### config.mk
export PLATFORM = sky130hd
export DESIGN_NAME = char_row_fetch_sched
export DESIGN_NICKNAME = d
export VERILOG_FILES = /design/src/rtl/char_row_fetch_sched.sv
export SDC_FILE = /design/constraint.sdc
export NUM_CORES = 1
export LEC_CHECK = 0
export BUFFER_PORTS_ARGS = -buffer_cell sky130_fd_sc_hd__buf_4
export CAP_MARGIN = 20
export CORE_MARGIN = 3
export CORE_UTILIZATION = 29
export CTS_BUF_LIST = sky130_fd_sc_hd__clkbuf_8
export CTS_CLUSTER_SIZE = 28
export DETAILED_ROUTE_END_ITERATION = 6
export PLACE_DENSITY = 0.6
export SLEW_MARGIN = 20
export SYNTH_ARGS = -nofsm -noshare
export SYNTH_HDL_FRONTEND = slang
export SYNTH_SLANG_ARGS = --single-unit
### constraint.sdc
create_clock -name clk -period 7.4 [get_ports clk]
set_input_delay 0.74 -clock clk [delete_from_list [all_inputs] [get_ports clk]]
set_output_delay 0.74 -clock clk [all_outputs]
set_load 0.02 [all_outputs]
### src/rtl/char_row_fetch_sched.sv
// char_row_fetch_sched
//   Per-scanline scheduler for the shared character ROM
//   (128 glyphs x 16 rows x 8 bits, addr = {ascii[6:0], row[3:0]}).
//   On line_start it captures v_val and all slot descriptors, then issues
//   one ROM read per slot (slot k in cycle 1+k) and writes the returned
//   glyph row, or 0 for a slot not on this line, to line-buffer index k
//   in cycle 1+k+ROM_LAT.
//
// Parameters
//   NUM_CHARS  slots scanned per line (2..16)
//   IDX_W      width of wr_idx, clog2(NUM_CHARS)
//   ROM_LAT    ROM read latency in clocks (1..3)
//
// Ports
//   clk         system/pixel clock, rising edge
//   reset       asynchronous, active-high
//   line_start  1-cycle pulse, v_val holds the line to prepare
//   v_val       vertical count of the line being prepared
//   slot_en     per-slot enable
//   slot_y      slot k top row at [10k+9:10k]
//   slot_ascii  slot k character at [7k+6:7k]
//   rom_addr    char ROM address (0 when not issuing an active slot)
//   rom_data    char ROM row data, valid ROM_LAT cycles after rom_addr
//   wr_en       line-buffer write strobe
//   wr_idx      line-buffer slot index (holds between writes)
//   wr_data     glyph row bits, MSB = leftmost pixel (holds between writes)
//   busy        high in ISSUE, DRAIN and DONE
//   done        1-cycle pulse once all NUM_CHARS entries are written
//   overrun     sticky: line_start arrived mid-pass; cleared by reset only
//
// Configuration
//   CHAR_SCALE2_EN  when defined, glyphs are double height: 32-line window,
//                   each ROM row spans two lines.
module char_row_fetch_sched #(
  parameter int NUM_CHARS = 8,
  parameter int IDX_W     = 3,
  parameter int ROM_LAT   = 1
) (
  input  logic                    clk,
  input  logic                    reset,
  input  logic                    line_start,
  input  logic [9:0]              v_val,
  input  logic [NUM_CHARS-1:0]    slot_en,
  input  logic [NUM_CHARS*10-1:0] slot_y,
  input  logic [NUM_CHARS*7-1:0]  slot_ascii,
  output logic [10:0]             rom_addr,
  input  logic [7:0]              rom_data,
  output logic                    wr_en,
  output logic [IDX_W-1:0]        wr_idx,
  output logic [7:0]              wr_data,
  output logic                    busy,
  output logic                    done,
  output logic                    overrun
);

  typedef enum logic [1:0] {S_IDLE, S_ISSUE, S_DRAIN, S_DONE} state_t;

  localparam logic [IDX_W-1:0] LAST_K = IDX_W'(NUM_CHARS - 1);

  // Window test and row selection. Returns {active, row}. The difference
  // is taken in 11 signed bits so a slot near the bottom of the frame never
  // wraps around onto the top lines.
  function automatic logic [4:0] row_lookup(input logic [9:0] v, input logic [9:0] y);
    logic signed [10:0] d;
    logic               act;
    logic [3:0]         row;
    d = $signed({1'b0, v}) - $signed({1'b0, y});
`ifdef CHAR_SCALE2_EN
    act = !d[10] && (d[9:5] == '0);
    row = 4'hF - d[4:1];
`else
    act = !d[10] && (d[9:4] == '0);
    row = 4'hF - d[3:0];
`endif
    return {act, row};
  endfunction

  state_t                  state_q, state_d;
  logic [IDX_W-1:0]        k_q;
  logic                    overrun_q;
  logic [IDX_W-1:0]        wr_idx_q;
  logic [7:0]              wr_data_q;

  logic [9:0]              cap_v;
  logic [NUM_CHARS-1:0]    cap_en;
  logic [NUM_CHARS*10-1:0] cap_y;
  logic [NUM_CHARS*7-1:0]  cap_ascii;

  logic                    issue_p0, act_p0, en_p0, win_p0;
  logic [3:0]              row_p0;
  logic [9:0]              y_p0;
  logic [6:0]              ascii_p0;
  logic                    flush;
  logic                    wr_last;

  logic                    vld_p [1:ROM_LAT];
  logic                    act_p [1:ROM_LAT];
  logic [IDX_W-1:0]        idx_p [1:ROM_LAT];

  // A new line_start during ISSUE/DRAIN abandons the old pass. In DONE the
  // pipeline is already empty, so that case is a normal restart.
  assign flush = line_start && ((state_q == S_ISSUE) || (state_q == S_DRAIN));

  // Input capture: the pass works only from these copies.
  always_ff @(posedge clk) begin
    if (line_start) begin
      cap_v     <= v_val;
      cap_en    <= slot_en;
      cap_y     <= slot_y;
      cap_ascii <= slot_ascii;
    end
  end

  // ---- stage p0: issue slot k_q ----
  always_comb begin
    issue_p0           = (state_q == S_ISSUE);
    y_p0               = cap_y[k_q*10 +: 10];
    ascii_p0           = cap_ascii[k_q*7 +: 7];
    en_p0              = cap_en[k_q];
    {win_p0, row_p0}   = row_lookup(cap_v, y_p0);
    act_p0             = en_p0 && win_p0;
    rom_addr           = (issue_p0 && act_p0) ? {ascii_p0, row_p0} : 11'd0;
  end

  // ---- stages p1..pROM_LAT: tag travels alongside the ROM read ----
  always_ff @(posedge clk or posedge reset) begin
    if (reset) begin
      for (int i = 1; i <= ROM_LAT; i++) vld_p[i] <= 1'b0;
    end else begin
      vld_p[1] <= issue_p0 && !flush;
      for (int i = 2; i <= ROM_LAT; i++) vld_p[i] <= vld_p[i-1] && !flush;
    end
  end

  always_ff @(posedge clk) begin
    act_p[1] <= act_p0;
    idx_p[1] <= k_q;
    for (int i = 2; i <= ROM_LAT; i++) begin
      act_p[i] <= act_p[i-1];
      idx_p[i] <= idx_p[i-1];
    end
  end

  // ---- write stage: ROM data returns alongside the last tag ----
  always_comb begin
    wr_en   = vld_p[ROM_LAT];
    wr_idx  = wr_en ? idx_p[ROM_LAT] : wr_idx_q;
    wr_data = wr_en ? (act_p[ROM_LAT] ? rom_data : 8'h00) : wr_data_q;
    wr_last = wr_en && (idx_p[ROM_LAT] == LAST_K);
  end

  always_ff @(posedge clk or posedge reset) begin
    if (reset) begin
      wr_idx_q  <= '0;
      wr_data_q <= 8'h00;
    end else if (wr_en) begin
      wr_idx_q  <= wr_idx;
      wr_data_q <= wr_data;
    end
  end

  // Control: state, slot counter, sticky overrun.
  always_ff @(posedge clk or posedge reset) begin
    if (reset) begin
      state_q   <= S_IDLE;
      k_q       <= '0;
      overrun_q <= 1'b0;
    end else begin
      state_q <= state_d;
      if (line_start)
        k_q <= '0;
      else if (issue_p0 && (k_q != LAST_K))
        k_q <= k_q + 1'b1;
      if (flush)
        overrun_q <= 1'b1;
    end
  end

  always_comb begin
    state_d = state_q;
    case (state_q)
      S_IDLE:  if (line_start) state_d = S_ISSUE;
      S_ISSUE: begin
        if (line_start)          state_d = S_ISSUE;
        else if (k_q == LAST_K)  state_d = S_DRAIN;
      end
      S_DRAIN: begin
        if (line_start)   state_d = S_ISSUE;
        else if (wr_last) state_d = S_DONE;
      end
      S_DONE:  state_d = line_start ? S_ISSUE : S_IDLE;
      default: state_d = S_IDLE;
    endcase
  end

  always_comb begin
    busy    = (state_q != S_IDLE);
    done    = (state_q == S_DONE);
    overrun = overrun_q;
  end

endmodule

-- After elaboration in Yosys (flattened, before gate mapping)
Memories as Yosys holds them, arrays and structs flattened.
Cells that the tools add are included.
- order comparisons: 1
- $mul: 2
- equality and inequality tests: 9
- reductions and logical operators: 15
- shifts and indexed selects: 2
- mux-type cells: 15
- add/subtract/negate cells: 3
- operators by type and width (operator ; number):
    80-bit by 8-bit variable part select with 10-bit output ; 1
    56-bit by 7-bit variable part select with 7-bit output ; 1
    8-bit 2-to-1 mux ; 2
    3-bit by 3-bit multiplier with 6-bit output (second input constant) ; 2
    11-bit 2-to-1 mux ; 1
    10-bit by 10-bit subtractor with 11-bit output ; 1
    2-bit 2-to-1 mux ; 5
    3-bit 2-to-1 mux ; 3
    2-bit case mux with 4 select lines ; 1
    1-bit logical AND ; 7
    3-bit equality test (second input constant) ; 2
    6-bit zero test ; 1
    3-bit inequality test (second input constant) ; 2
    2-bit equality test (second input constant) ; 2
    3-bit by 4-bit less-than comparator with 1-bit output (second input constant) ; 1
    2-bit nonzero test ; 2
    4-bit subtractor (first input constant) ; 1
    3-bit by 1-bit adder with 3-bit output (second input constant) ; 1
    1-bit binary-select mux with 3-bit select ; 1
    3-bit by 2-bit inequality test with 1-bit output (second input constant) ; 1
    3-bit AND reduction ; 1
    2-bit by 1-bit equality test with 1-bit output (second input constant) ; 1
    1-bit zero test ; 2
    2-bit zero test ; 1
    other kinds (3) ; 4
- memories kept: 2
- input bits: 165
- bits in writable memories: 4
- bits in registers: 172
- memories (name ; depth ; bits a word ; read ports ; clocked after Yosys merged registers in ; write ports ; line ; source):
    idx_p ; 1 ; 3 ; 1 ; 0 ; 1 ; 98 ; logic [IDX_W-1:0] idx_p [1:ROM_LAT];
    act_p ; 1 ; 1 ; 1 ; 0 ; 1 ; 97 ; logic act_p [1:ROM_LAT];

-- Longest topological paths before layout
- depth in word-level cells: 8
- mapped depth: 15

-- Least setup slack after synthesis
No wires, ideal clock.
- path kind: reg2out
- start: register k_q[0]
- end: output port rom_addr[10]
- data required time: 6.660 ns
- buffers on the path: 3
- data arrival time: 4.163 ns
- slack: 2.497 ns
- cell stages (with the launch flop): 15
- cells stage by stage: dfrtp_1 buf_2 buf_2 buf_2 mux4_2 mux2_2 ha_1 inv_1 fa_1 a211o_1 o21ai_2 xor2_1 o211ai_1 or4_4 nor4_1
- cells in the longest elaborated chain, start to end: 8
- elaborated cells between the ends (all ways): 13
- those cells by class: add/sub (1); mul (2); shift (2); mux (3); reduce/logical (5)
- RTL lines (element ; line ; source):
    start, declared ; 79 ; logic [IDX_W-1:0] k_q;
    start signal, assigned ; 173 ; k_q <= k_q + 1'b1;
    3-bit by 3-bit multiplier with 6-bit output ; 117 ; y_p0 = cap_y[k_q*10 +: 10];
    80-bit by 8-bit variable part select with 10-bit output ; 117 ;
    10-bit by 10-bit subtractor with 11-bit output ; 67 ; d = $signed({1'b0, v}) - $signed({1'b0, y});
    6-bit zero test / 1-bit zero test (equally long branches) ; 72 ; act = !d[10] && (d[9:4] == '0);
    1-bit logical AND ; 72 ;
    1-bit logical AND ; 121 ; act_p0 = en_p0 && win_p0;
    1-bit logical AND ; 122 ; rom_addr = (issue_p0 && act_p0) ? {ascii_p0, row_p0} : 11'd0;
    11-bit 2-to-1 mux * ; 122 ;
    end, declared ; 46 ; output logic [10:0] rom_addr,
Mark *: on every way between the ends. The rest lies on a longest branch, timed or not. The select of a mux whose other input is x is not followed.

-- Final worst setup path
Ends and elaborated chain as after synthesis.

==> flow_summary.yaml <==
route:
  drtAntennaViolNets: 0
  drc_errors: 0
  wl_per_cell_um: 18.7
  first_pass_iters: 4
  drtIter0Drc: 266
  vias: 4290
  vias_per_cell: 4.58
  wirelength_mm: 17.5
min_path:
  hold_class: "in2async"
sta:
  period_minus_slack_ns: 5.47
  tightest_slew_ns: 1.01
  report.final.hold_viol_count: 0
  rsz0062_at_grt: "false"
  setup-tns-final_ns: 0
  max_freq_mhz: 183
  finalSetupViolCount: 0
  fin_skew_ns: 0.0188
  slew_headroom_pct: 32.6
  fin_crit_sh_pct: 74.0
  slew_viol_final: 0
placed_design:
  dpl.hpwl_mm: 12.9
  port_buffers: 190
  gp_congestion: 0.749
  post-place-cells: 904
die:
  die_area_um2: 27200
  coreArea_um2: 24500
  chipHeight_um: 165
  chipWidth_um: 165
  num_io_pins: 191
  num_rows: 57
  start_util_pct: 29.8
cells_and_area:
  layout.cells.non_filler: 936
  fin_nets: 781
  mostFrequentLayoutCells: "buf_4, edfxtp_1, mux4_2"
  area_growth_pct: 30.1
  final_common_cell: "buf_4"
  drive_gt1_share_pct: 47.9
  fin_util_pct: 38.8
  diodes: 0
clock_tree:
  cts_repair_resize_count: 0
  cts_hold_buf: 0
  clk_latency_ns: 0.46
  clock-root-buffer: "clkbuf_8"
  cts_made_buffers: 17
  htree_levels: 4
  cts_tree: "done"
  clkTransAtPathRegs_ns: 0.09
  cts_buffer_depth: 2
  cts.sinks: 176
  post_cts_buffers: 0
synth:
  synth_fa_ha_area_share_pct: 3.01
  synth_top_family_by_area: "multiplexers"
  synth_xor_area_share_pct: 0.718
  synth_compound_area_share_pct: 3.76
  ys_seq_area_share_pct: 70.4
  synthDistinctLibCells: 42
  synth_nets: 585
  avgSynthCellArea_um2: 18.2
  synth-seq-cells: 176
  syn_inst: 403
  synth.area.mux_share_pct: 14.6
  synth_area_um2: 7320
  synth-simple-area-share_pct: 5.50
  synthesis.yosys.warnings: 0
grt:
  use_met2_pct: 22.2
  gr-usage-met3_pct: 3.76
  grt_max_degree: 83
  grt_pass1_wl_mm: 25.7
  grt_pass1_vias: 4662
  busiest_layer: "met2"
  grt_use_total_pct: 13.0
  use_met1_pct: 15.2
  grt-ovfl-total: 0
  antenna_found_initial: 0
critical_path:
  worstReg2RegStart: "k_q[0]"
  critical_path_class: "reg2out"
  worstSetupStartpointType: "flop"
  arrival_ns: 4.73
  r2r-end: "act_p[1]"
  required_ns: 6.66
  path_max_fanout: 24
  rr_worst_depth: 11
  rrSetupSlack_ns: 3.45
  end_kind: "primary output"
status:
  status: "finished clean"
pwr:
  cellLeakagePower_nw: 3.59
  vdd_drop_max_mv: 0.168
  cellPowerDensity_nw_per_um2: 294
run:
  max_cap_violations: 0
[per-layer routing]
layer / routed length (µm) / share of wire (%)
met1: 6910 / 40
met2: 9090 / 52
met3: 934 / 5.3
met4: 547 / 3.1
met5: 0 / 0
[cell type report]
| type | count | area (µm²) |
|---|---|---|
| clock buffers | 17 | 234 |
| fillers | 2320 | 15000 |
| clock inverters | 15 | 163 |
| well taps | 324 | 405 |
| inverters | 16 | 60.1 |
| repair buffers | 196 | 1480 |
| flip-flops and latches | 176 | 5160 |
| multi-input cells | 192 | 2020 |
[critical path, stage by stage (launching register included)]
cell      delay (ns)
dfrtp_2         0.87
mux4_2          0.59
mux2_2          0.28
ha_1            0.18
inv_1           0.06
fa_1            0.20
a211o_1         0.17
o211ai_1        0.16
o211ai_1        0.26
a21o_1          0.17
a31oi_2         0.31
nor4_1          0.72
buf_4           0.27
[synthesized netlist by cell type, drive strengths merged]
cell     instances  area [µm²]
o211ai           4        30.0
fa               1        20.0
buf              9        50.0
dfxtp            4        80.1
inv             16        60.1
nor4            11         131
nor3             3        15.0
a211o            1        8.76
mux4            35         788
a21oi            7        35.0
nand3b           2        15.0
or4              1        11.3
a2111oi          2        17.5
o21a             1        7.51
a21o             4        30.0
nor2b            5        31.3
nor2            11        41.3
edfxtp         154        4620
nand2b           4        27.5
a211oi           4        35.0
and2             1        6.26
nand4            1        6.26
xor2             3        26.3
nor4b            1        8.76
nand3           12        60.1
nand2           11        41.3
clkbuf          10        37.5
mux2            14         158
a31oi            2        12.5
o21ai           19        98.8
mux2i           12         120
dfrtp           18         450
nor3b            1        7.51
xnor2            3        26.3
ha              16         200
[power by group]
| part | internal, mW | switching [mW] | leakage (nW) | total (mW) |
|---|---|---|---|---|
| clock | 0.305 | 0.360 | 0.198 | 0.665 |
| combinational | 0.428 | 0.442 | 1.62 | 0.871 |
| sequential | 1.18 | 0.0880 | 1.77 | 1.27 |
| total | 1.91 | 0.891 | 3.59 | 2.80 |
[how the worst max path moves through the flow]
stage / slack (ns) / startpoint / to
CTS: 1.91 / k_q[0] / rom_addr[10]
global route: 1.56 / k_q[0] / rom_addr[10]
global placement: 2.45 / k_q[0] / rom_addr[10]
finish: 1.93 / k_q[0] / rom_addr[10]
floorplan: 2.50 / k_q[0] / rom_addr[10]
detailed placement: 2.45 / k_q[0] / rom_addr[10]
[through the flow]
step	cell area [µm²]	hold WS (ns)	total power, mW	worst slack, ns
global route	9520	0.400	2.98	1.56
detailed placement	9120	0.455	2.17	2.45
floorplan	7320	0.401	1.89	2.50
CTS	9520	0.411	2.85	1.91
global placement	9120	0.448	2.15	2.45
finish	9520	0.410	2.80	1.93
[registers in the layout (all words and copies together) (netlist names)]
| signal | cells |
|---|---|
| act_p | 1 |
| wr_data_q | 8 |
| wr_idx_q | 3 |
| state_q | 2 |
| k_q | 3 |
| cap_v | 10 |
| cap_en | 8 |
| cap_y | 80 |
| cap_ascii | 56 |
| idx_p | 3 |
| overrun | 1 |
| wr_en | 1 |
[cells by family after synthesis]
group | count (synthesis)
flops | 176
simple gates | 64
mux | 61
compound gates | 44
buf+inv | 35
fa+ha+maj | 17
xor+xnor | 6
Power figures use the tool's default switching activity.
